<file path="src/rtl/sprite_pkg.sv">
// Shared definitions for the sprite animation block: mode encodings,
// state-word bit positions, default parameter values and small helpers.
package sprite_pkg;

  typedef enum logic [1:0] {
    MODE_STAND = 2'b00,
    MODE_RUN   = 2'b01,
    MODE_JUMP  = 2'b10,
    MODE_RSVD  = 2'b11
  } mode_e;

  // Bit positions inside the 3-bit state word
  localparam int ST_DIR      = 0;
  localparam int ST_MODE_LSB = 1;
  localparam int ST_MODE_MSB = 2;

  // Default parameter values
  localparam int          DEF_W        = 47;
  localparam int          DEF_H        = 48;
  localparam int          DEF_PW       = 12;
  localparam int          DEF_TICK_DIV = 6000000;
  localparam int          DEF_HOLD     = 4;
  localparam int          DEF_N_STAND  = 4;
  localparam int          DEF_N_RUN    = 4;
  localparam int          DEF_N_JUMP   = 1;
  localparam logic [11:0] DEF_KEY      = 12'h000;

  // clog2 that never returns 0, so single-value counters still get one bit
  function automatic int clog2_min1(input int v);
    return (v <= 2) ? 1 : $clog2(v);
  endfunction

  function automatic int max3(input int a, input int b, input int c);
    int m;
    m = (a > b) ? a : b;
    return (m > c) ? m : c;
  endfunction

  // The reserved mode animates exactly like stand
  function automatic mode_e eff_mode(input logic [1:0] m);
    return (m == 2'b11) ? MODE_STAND : mode_e'(m);
  endfunction

endpackage

</file>
<file path="src/rtl/anim_ticker.sv">
// Animation timebase: prescaler -> tick, hold counter per frame, and the
// frame counter that wraps at the frame count of the current mode.
module anim_ticker
  import sprite_pkg::*;
#(
  parameter int TICK_DIV = DEF_TICK_DIV,
  parameter int HOLD     = DEF_HOLD,
  parameter int N_STAND  = DEF_N_STAND,
  parameter int N_RUN    = DEF_N_RUN,
  parameter int N_JUMP   = DEF_N_JUMP,
  localparam int FW      = clog2_min1(max3(N_STAND, N_RUN, N_JUMP))
) (
  input  logic          clk,
  input  logic          rst,
  input  logic          en,
  input  logic [1:0]    mode,
  output logic [FW-1:0] frame_idx
);

  localparam int PSW = clog2_min1(TICK_DIV);
  localparam int HW  = clog2_min1(HOLD);

  logic [PSW-1:0] ps;
  logic [HW-1:0]  hold_cnt;
  logic [1:0]     mode_q;
  logic           tick;
  logic           mode_chg;
  logic [FW-1:0]  last_frame;

  // Tick strobe, mode-change detect and last frame index of the current mode
  always_comb begin
    tick     = en && (ps == PSW'(TICK_DIV - 1));
    mode_chg = (mode != mode_q);
    case (eff_mode(mode))
      MODE_RUN:  last_frame = FW'(N_RUN - 1);
      MODE_JUMP: last_frame = FW'(N_JUMP - 1);
      default:   last_frame = FW'(N_STAND - 1);
    endcase
  end

  // Prescaler freezes while paused and is never cleared by a mode change
  always_ff @(posedge clk or posedge rst) begin
    if (rst)
      ps <= '0;
    else if (en)
      ps <= tick ? '0 : ps + 1'b1;
  end

  // Previous-cycle mode, used to detect a mode change
  always_ff @(posedge clk or posedge rst) begin
    if (rst)
      mode_q <= 2'b00;
    else
      mode_q <= mode;
  end

  // Hold and frame counters; a mode change wins over a coincident tick
  always_ff @(posedge clk or posedge rst) begin
    if (rst) begin
      hold_cnt  <= '0;
      frame_idx <= '0;
    end else if (mode_chg) begin
      hold_cnt  <= '0;
      frame_idx <= '0;
    end else if (tick) begin
      if (hold_cnt == HW'(HOLD - 1)) begin
        hold_cnt  <= '0;
        frame_idx <= (frame_idx == last_frame) ? '0 : frame_idx + 1'b1;
      end else begin
        hold_cnt <= hold_cnt + 1'b1;
      end
    end
  end

endmodule

</file>
<file path="src/rtl/sprite_anim.sv">
// Sprite animation top: mirrors pixel requests into frame-local ROM
// addresses and returns pixels through a fixed 3-edge pipeline around a
// synchronous ROM.
module sprite_anim
  import sprite_pkg::*;
#(
  parameter int          W        = DEF_W,
  parameter int          H        = DEF_H,
  parameter int          PW       = DEF_PW,
  parameter int          TICK_DIV = DEF_TICK_DIV,
  parameter int          HOLD     = DEF_HOLD,
  parameter int          N_STAND  = DEF_N_STAND,
  parameter int          N_RUN    = DEF_N_RUN,
  parameter int          N_JUMP   = DEF_N_JUMP,
  parameter logic [PW-1:0] KEY    = PW'(DEF_KEY),
  localparam int CW = clog2_min1(W),
  localparam int RW = clog2_min1(H),
  localparam int AW = clog2_min1(W * H),
  localparam int FW = clog2_min1(max3(N_STAND, N_RUN, N_JUMP))
) (
  input  logic          clk,
  input  logic          rst,
  input  logic          en,
  input  logic [2:0]    state,
  input  logic          pix_req,
  input  logic [CW-1:0] pix_col,
  input  logic [RW-1:0] pix_row,
  output logic [1:0]    rom_mode,
  output logic [FW-1:0] rom_frame,
  output logic [AW-1:0] rom_addr,
  input  logic [PW-1:0] rom_data,
  output logic [PW-1:0] pix_out,
  output logic          pix_valid,
  output logic          pix_transp,
  output logic [FW-1:0] frame_idx
);

  logic          dir;
  logic [1:0]    mode_raw;
  logic          oor_c;
  logic [AW-1:0] col_m;
  logic [AW-1:0] addr_c;
  logic          vld_p1, oor_p1;
  logic          vld_p2, oor_p2;

  assign dir      = state[ST_DIR];
  assign mode_raw = state[ST_MODE_MSB:ST_MODE_LSB];

  anim_ticker #(
    .TICK_DIV (TICK_DIV),
    .HOLD     (HOLD),
    .N_STAND  (N_STAND),
    .N_RUN    (N_RUN),
    .N_JUMP   (N_JUMP)
  ) u_ticker (
    .clk       (clk),
    .rst       (rst),
    .en        (en),
    .mode      (mode_raw),
    .frame_idx (frame_idx)
  );

  // Range check and mirrored address; the extra bit keeps W/H comparable
  // even when they are an exact power of two
  always_comb begin
    oor_c  = ({1'b0, pix_col} >= (CW+1)'(W)) || ({1'b0, pix_row} >= (RW+1)'(H));
    col_m  = dir ? AW'(pix_col) : AW'(W - 1) - AW'(pix_col);
    addr_c = oor_c ? '0 : AW'(pix_row) * AW'(W) + col_m;
  end

  // Stage 1: capture address, bank and frame on the request edge
  always_ff @(posedge clk or posedge rst) begin
    if (rst) begin
      vld_p1    <= 1'b0;
      oor_p1    <= 1'b0;
      rom_addr  <= '0;
      rom_mode  <= 2'b00;
      rom_frame <= '0;
    end else begin
      vld_p1 <= pix_req;
      if (pix_req) begin
        oor_p1    <= oor_c;
        rom_addr  <= addr_c;
        rom_mode  <= eff_mode(mode_raw);
        rom_frame <= frame_idx;
      end
    end
  end

  // Stage 2: wait out the ROM read
  always_ff @(posedge clk or posedge rst) begin
    if (rst) begin
      vld_p2 <= 1'b0;
      oor_p2 <= 1'b0;
    end else begin
      vld_p2 <= vld_p1;
      oor_p2 <= oor_p1;
    end
  end

  // Stage 3: present the pixel; idle and out-of-range slots drive zero data
  always_ff @(posedge clk or posedge rst) begin
    if (rst) begin
      pix_valid  <= 1'b0;
      pix_out    <= '0;
      pix_transp <= 1'b0;
    end else begin
      pix_valid  <= vld_p2;
      pix_out    <= (vld_p2 && !oor_p2) ? rom_data : '0;
      pix_transp <= vld_p2 && (oor_p2 || (rom_data == KEY));
    end
  end

endmodule

</file>
<file path="config.mk">
export PLATFORM = sky130hd
export DESIGN_NAME = sprite_anim
export DESIGN_NICKNAME = d
export VERILOG_FILES = /design/src/rtl/sprite_pkg.sv /design/src/rtl/anim_ticker.sv /design/src/rtl/sprite_anim.sv
export SDC_FILE = /design/constraint.sdc
export NUM_CORES = 1
export LEC_CHECK = 0
export BUFFER_PORTS_ARGS = -buffer_cell sky130_fd_sc_hd__buf_2
export CELL_PAD_IN_SITES_DETAIL_PLACEMENT = 1
export CELL_PAD_IN_SITES_GLOBAL_PLACEMENT = 1
export CORE_ASPECT_RATIO = 1.1
export CORE_MARGIN = 2
export CORE_UTILIZATION = 30
export DETAILED_ROUTE_END_ITERATION = 10
export PLACE_DENSITY_LB_ADDON = 0.1
export SLEW_MARGIN = 5
export SYNTH_ARGS = -nofsm -noshare
export SYNTH_HDL_FRONTEND = slang
export SYNTH_SLANG_ARGS = --single-unit
</file>
<file path="constraint.sdc">
create_clock -name clk -period 4.7 [get_ports clk]
set_input_delay 0.235 -clock clk [delete_from_list [all_inputs] [get_ports clk]]
set_output_delay 0.235 -clock clk [all_outputs]
set_load 0.005 [all_outputs]
</file>
-- Word level (Yosys, flattened, before mapping)
Index checks and enable logic that the tools add are counted.
- reductions and logical operators: 10
- add/sub/neg operators: 5
- mux-type cells: 13
- order comparisons: 2
- multiply operators: 1
- equality and inequality tests: 6
- operators with widths (cell ; count):
    12-bit two-way mux ; 3
    23-bit by 1-bit adder with 23-bit output, second input constant ; 1
    23-bit == test, second input constant ; 1
    23-bit two-way mux ; 1
    2-bit two-way mux ; 9
    12-bit adder ; 1
    6-bit greater-or-equal comparator, second input constant ; 2
    12-bit logical NOT ; 1
    6-bit by 6-bit multiplier with 12-bit output, second input constant ; 1
    6-bit by 6-bit subtractor with 7-bit output, first input constant ; 1
    2-bit == test, second input constant ; 3
    2-bit by 1-bit adder with 2-bit output, second input constant ; 2
    2-bit nonzero test ; 2
    1-bit logical AND ; 3
    2-bit == test ; 1
    1-bit logical OR ; 2
    2-bit != test ; 1
    2-bit AND reduction ; 1
    1-bit logical NOT ; 1
- register bits after elaboration: 63
- word-level logic and storage cells: 51
- input port bits: 31

-- Longest topological paths before layout
- word-level depth: 9
- gate-level depth with buffers: 15
- gate-level depth less buffers: 14

-- Modules after synthesis
A second synthesis with hierarchy kept.
- cells, all modules: 393
- area total of the unflattened synthesis: 3983.8 sq um
- by module, submodules not included (module ; instances ; area each (sq um) ; cells each):
    sprite_anim ; 1 ; 2512.4 ; 242
    anim_ticker ; 1 ; 1471.4 ; 151

-- Worst setup path before layout
No wires, ideal clock.
- kind: input port to flip-flop
- from: input port pix_row[1]
- to: register rom_addr[10]
- library setup time: 0.121 ns
- path buffers: 0
- path slack: 1.066 ns
- data required time: 4.579 ns
- data arrival time: 3.513 ns
- cell stages on the path: 14
- path through: ha_1 -> inv_1 -> fa_1 -> inv_1 -> fa_1 -> inv_1 -> fa_1 -> inv_1 -> ha_1 -> a21o_1 -> a311o_1 -> o22ai_1 -> xnor2_1 -> a22o_1
- cells in the longest elaborated chain, start to end: 3
- elaborated cells on any way between the ends: 5
- classes of those cells: 1 x add/sub; 1 x mul; 1 x order compare; 1 x mux; 1 x reduce/logical
- ends and longest elaborated chain (what ; RTL line ; text):
    from (decl) ; sprite_anim.sv:27 ; input logic [RW-1:0] pix_row,
    6-bit by 6-bit multiplier with 12-bit output or 6-bit greater-or-equal comparator (tied branches) ; sprite_anim.sv:68, sprite_anim.sv:66 ;
    12-bit adder or 1-bit logical OR (tied branches) ; sprite_anim.sv:68, sprite_anim.sv:66 ;
    12-bit two-way mux * ; sprite_anim.sv:68 ; addr_c = oor_c ? '0 : AW'(pix_row) * AW'(W) + col_m;
    to (signal assigned) ; sprite_anim.sv:83 ; rom_addr <= addr_c;
    to (decl) ; sprite_anim.sv:30 ; output logic [AW-1:0] rom_addr,
Mark *: on every way between the ends. The rest lies on a longest branch, timed or not.
A chain may end at the register's enable or synchronous reset.

-- Worst setup path in the final report
- from: input port pix_row[3]
- to: register rom_addr[10]
The elaborated chain is that of the path after synthesis.

==> results.cfg <==
[routing]
routed_wl_um = 8930
vias_per_cell = 4.83
ant_nets = 0
drtIter0Drc = 109
drc = 0
wl_per_cell_um = 14.9
firstDrtPassIters = 4
vias = 2902

[sta]
post-route-min-period_ns = 3.55
clock-skew-final_ns = 0.00613
finalMaxSlewViolations = 0
rsz0062_at_grt = no
worst_slew_margin_rel_pct = 54.0
fin_crit_sh_pct = 75.6
holdWs_ns = 0.0130
setup_violations = 0
worst_slew_pin_slew_ns = 0.684
fin_setup_tns_ns = 0
hold_viol_final = 0
max_freq_mhz = 281

[finish]
fin_nets = 521
multi_input_area_um2 = 2150
post-route-util_pct = 37.2
antenna_cells = 0
fin_area_um2 = 4740
regArea_um2 = 1580
syn2layout_area_growth_pct = 20.1
drive_gt1_share_pct = 22.1
fin_cells = 601
fill_cells = 1463

[synthesis]
synth_ff_type = dfrtp_1
synth_edf_count = 0
ys_warn_count = 0
async_reset_ff_share_pct = 100
netlist_instances = 369
synth.distinct_cells = 56
synth_seq_cells = 63
synth_seq_area_share_pct = 39.9
avgSynthCellArea_um2 = 10.7
syn_area_um2 = 3950
synth_nets = 451

[place]
place_congestion = 0.740
portBuffers = 62
hpwl_um = 7090
numPlacedInstances = 585
placed_cell_area_um2 = 4450

[critical_path]
path_cells = buf_2, ha_1, inv_1, fa_1, inv_1, fa_1, inv_1, fa_1, inv_1, ha_1, a21o_1, a311o_1, o22ai_1, xnor2_1, a22o_1
crit_arrival_ns = 3.77
reg2reg_depth = 6
critical_path_class = input port to flip-flop
crit_fanout = 6
cp-start-kind = input port
r2r_start = u_ticker.ps[0]
crit_slowest_cell = fa_1
r2r_setup_slack_ns = 2.27
crit_family = adder cells
crit_path_frequent_cell = inv_1
reg2reg_to = u_ticker.hold_cnt[0]
crit_buf_inv = 5
max_stage_delay_ns = 0.52
cp.required_ns = 4.92
end_kind = flip-flop

[cts]
cts_tree = yes
post_cts_buffers = 0
postCtsHoldBufs = 0
post_cts_resized = 0
htree_levels = 3
path_clk_slew_ns = 0.05
cts.sinks = 63
worstSkewPairLatency_ns = 0.33
cts_buffers = 9
cts_root_buf = clkbuf_16
clockBufferDepth = 2

[floorplanning]
start_util_pct = 31.0
io_pins = 63
die-area_um2 = 14100
die_width_um = 113
num_rows = 43
core_um2 = 12800
die_y_um = 124

[grt]
first_global_vias = 3135
antenna_found_initial = 0
grt_pass1_wl_um = 15200
grt_usage_pct = 13.4
gr-total-overflow = 0
grt_max_degree = 33

[min_path]
hp-class = input port to async pin

[power_and_ir_drop]
power_leakage_nw = 2.40
p_per_area_nw_per_um2 = 434
vdd_drop_max_mv = 0.180

[flow_run]
cap_violations = 0

[outcome]
status = finished clean
## Yosys cell counts (all sizes together), types with 2 or more instances
cell type | n | area share [%]
xor2 | 12 | 2.7
and3 | 3 | 0.51
a31o | 3 | 0.67
nand2 | 13 | 1.2
nor2 | 26 | 2.5
xnor2 | 18 | 4.0
and4 | 2 | 0.44
o211ai | 2 | 0.38
or2 | 2 | 0.38
nand4 | 10 | 2.3
mux2 | 3 | 0.86
a22o | 8 | 1.8
nand3b | 3 | 0.57
fa | 19 | 9.6
nor2b | 3 | 0.48
ha | 32 | 10
o21ai | 7 | 0.89
clkbuf | 3 | 0.29
a21o | 3 | 0.57
nand2b | 3 | 0.48
nand3 | 13 | 1.6
and2 | 12 | 1.9
o21a | 2 | 0.38
nor4 | 7 | 2.0
a21oi | 11 | 1.4
nor4b | 2 | 0.44
a211oi | 3 | 0.57
a311oi | 2 | 0.44
o22ai | 2 | 0.32
inv | 53 | 5.0
dfrtp | 63 | 40
o2bb2ai | 2 | 0.44
buf | 3 | 0.38
mux2i | 2 | 0.51
## how the worst max path moves through the flow
| stage | start | to | slack (ns) | depth (start not counted) |
|---|---|---|---|---|
| floorplan | pix_row[1] | rom_addr[10] | 1.07 | 14 |
| global placement | pix_row[3] | rom_addr[10] | 0.81 | 15 |
| detailed placement | pix_row[3] | rom_addr[10] | 0.78 | 15 |
| CTS | pix_row[3] | rom_addr[10] | 1.13 | 15 |
| global route | pix_row[2] | rom_addr[9] | 0.96 | 15 |
| finish | pix_row[3] | rom_addr[10] | 1.15 | 15 |
## area by class of cell
type	count	share of cell area [%]
clock buffer	10	4.83
clock inverter	6	1.29
inverter	53	4.19
multi-input combinational	247	45.3
sequential	63	33.2
tap	157	4.14
timing repair buffer	65	7.02
## layer usage
metal	GRT usage [%]	part of all wire, %	routed length (µm)	vias up
met5	0	0	0	-
met4	4.73	1.5	132	0
met3	2.92	3.1	276	8
met2	24.8	53	4770	38
met1	15.0	42	3740	1453
li1	-	-	-	1403
## logic make-up (layout without fill, tap and decap cells)
group                    count (synthesis)  count (layout)  synth area share, %
multiplexers                             5               5                 1.36
adder cells (fa/ha/maj)                 51              51                 19.8
AO/OA/AOI/OAI                           55              55                 10.2
XOR/XNOR                                30              30                 6.65
AND/OR/NAND/NOR                        106             106                 16.4
buffers and inverters                   59             134                 5.70
flip-flops                              63              63                 39.9
## power by group
| part | total, mW | switching, mW | internal [mW] |
|---|---|---|---|
| Clock | 0.637 | 0.230 | 0.408 |
| Combinational | 0.733 | 0.402 | 0.331 |
| Sequential | 0.687 | 0.0688 | 0.618 |
## stage by stage
step / worst slack [ns] / power [mW]
after floorplan: 1.07 / 1.22
after global placement: 0.807 / 1.43
after detailed placement: 0.777 / 1.45
after CTS: 1.13 / 2.10
after global routing: 0.961 / 2.22
final: 1.15 / 2.06
## placed cells by master (no fill, tap or decap), drive strengths merged, types with 4 or more instances in the layout
| master | count |
|---|---|
| dfrtp | 63 |
| nand3 | 13 |
| nor4 | 7 |
| a21oi | 11 |
| inv | 53 |
| clkinv | 4 |
| and2 | 12 |
| a22o | 8 |
| o21ai | 7 |
| ha | 32 |
| clkbuf | 10 |
| fa | 19 |
| buf | 65 |
| xor2 | 12 |
| nand4 | 10 |
| nand2 | 13 |
| xnor2 | 18 |
| nor2 | 26 |
## state kept, by name (all words and copies together), names as in the netlist
signal              flops
u_ticker.ps            23
pix_out                12
rom_addr               12
rom_frame               2
rom_mode                2
u_ticker.frame_idx      2
u_ticker.hold_cnt       2
u_ticker.mode_q         2
oor_p1                  1
oor_p2                  1
pix_transp              1
pix_valid               1
vld_p1                  1
vld_p2                  1
Power figures use the tool's default switching activity.
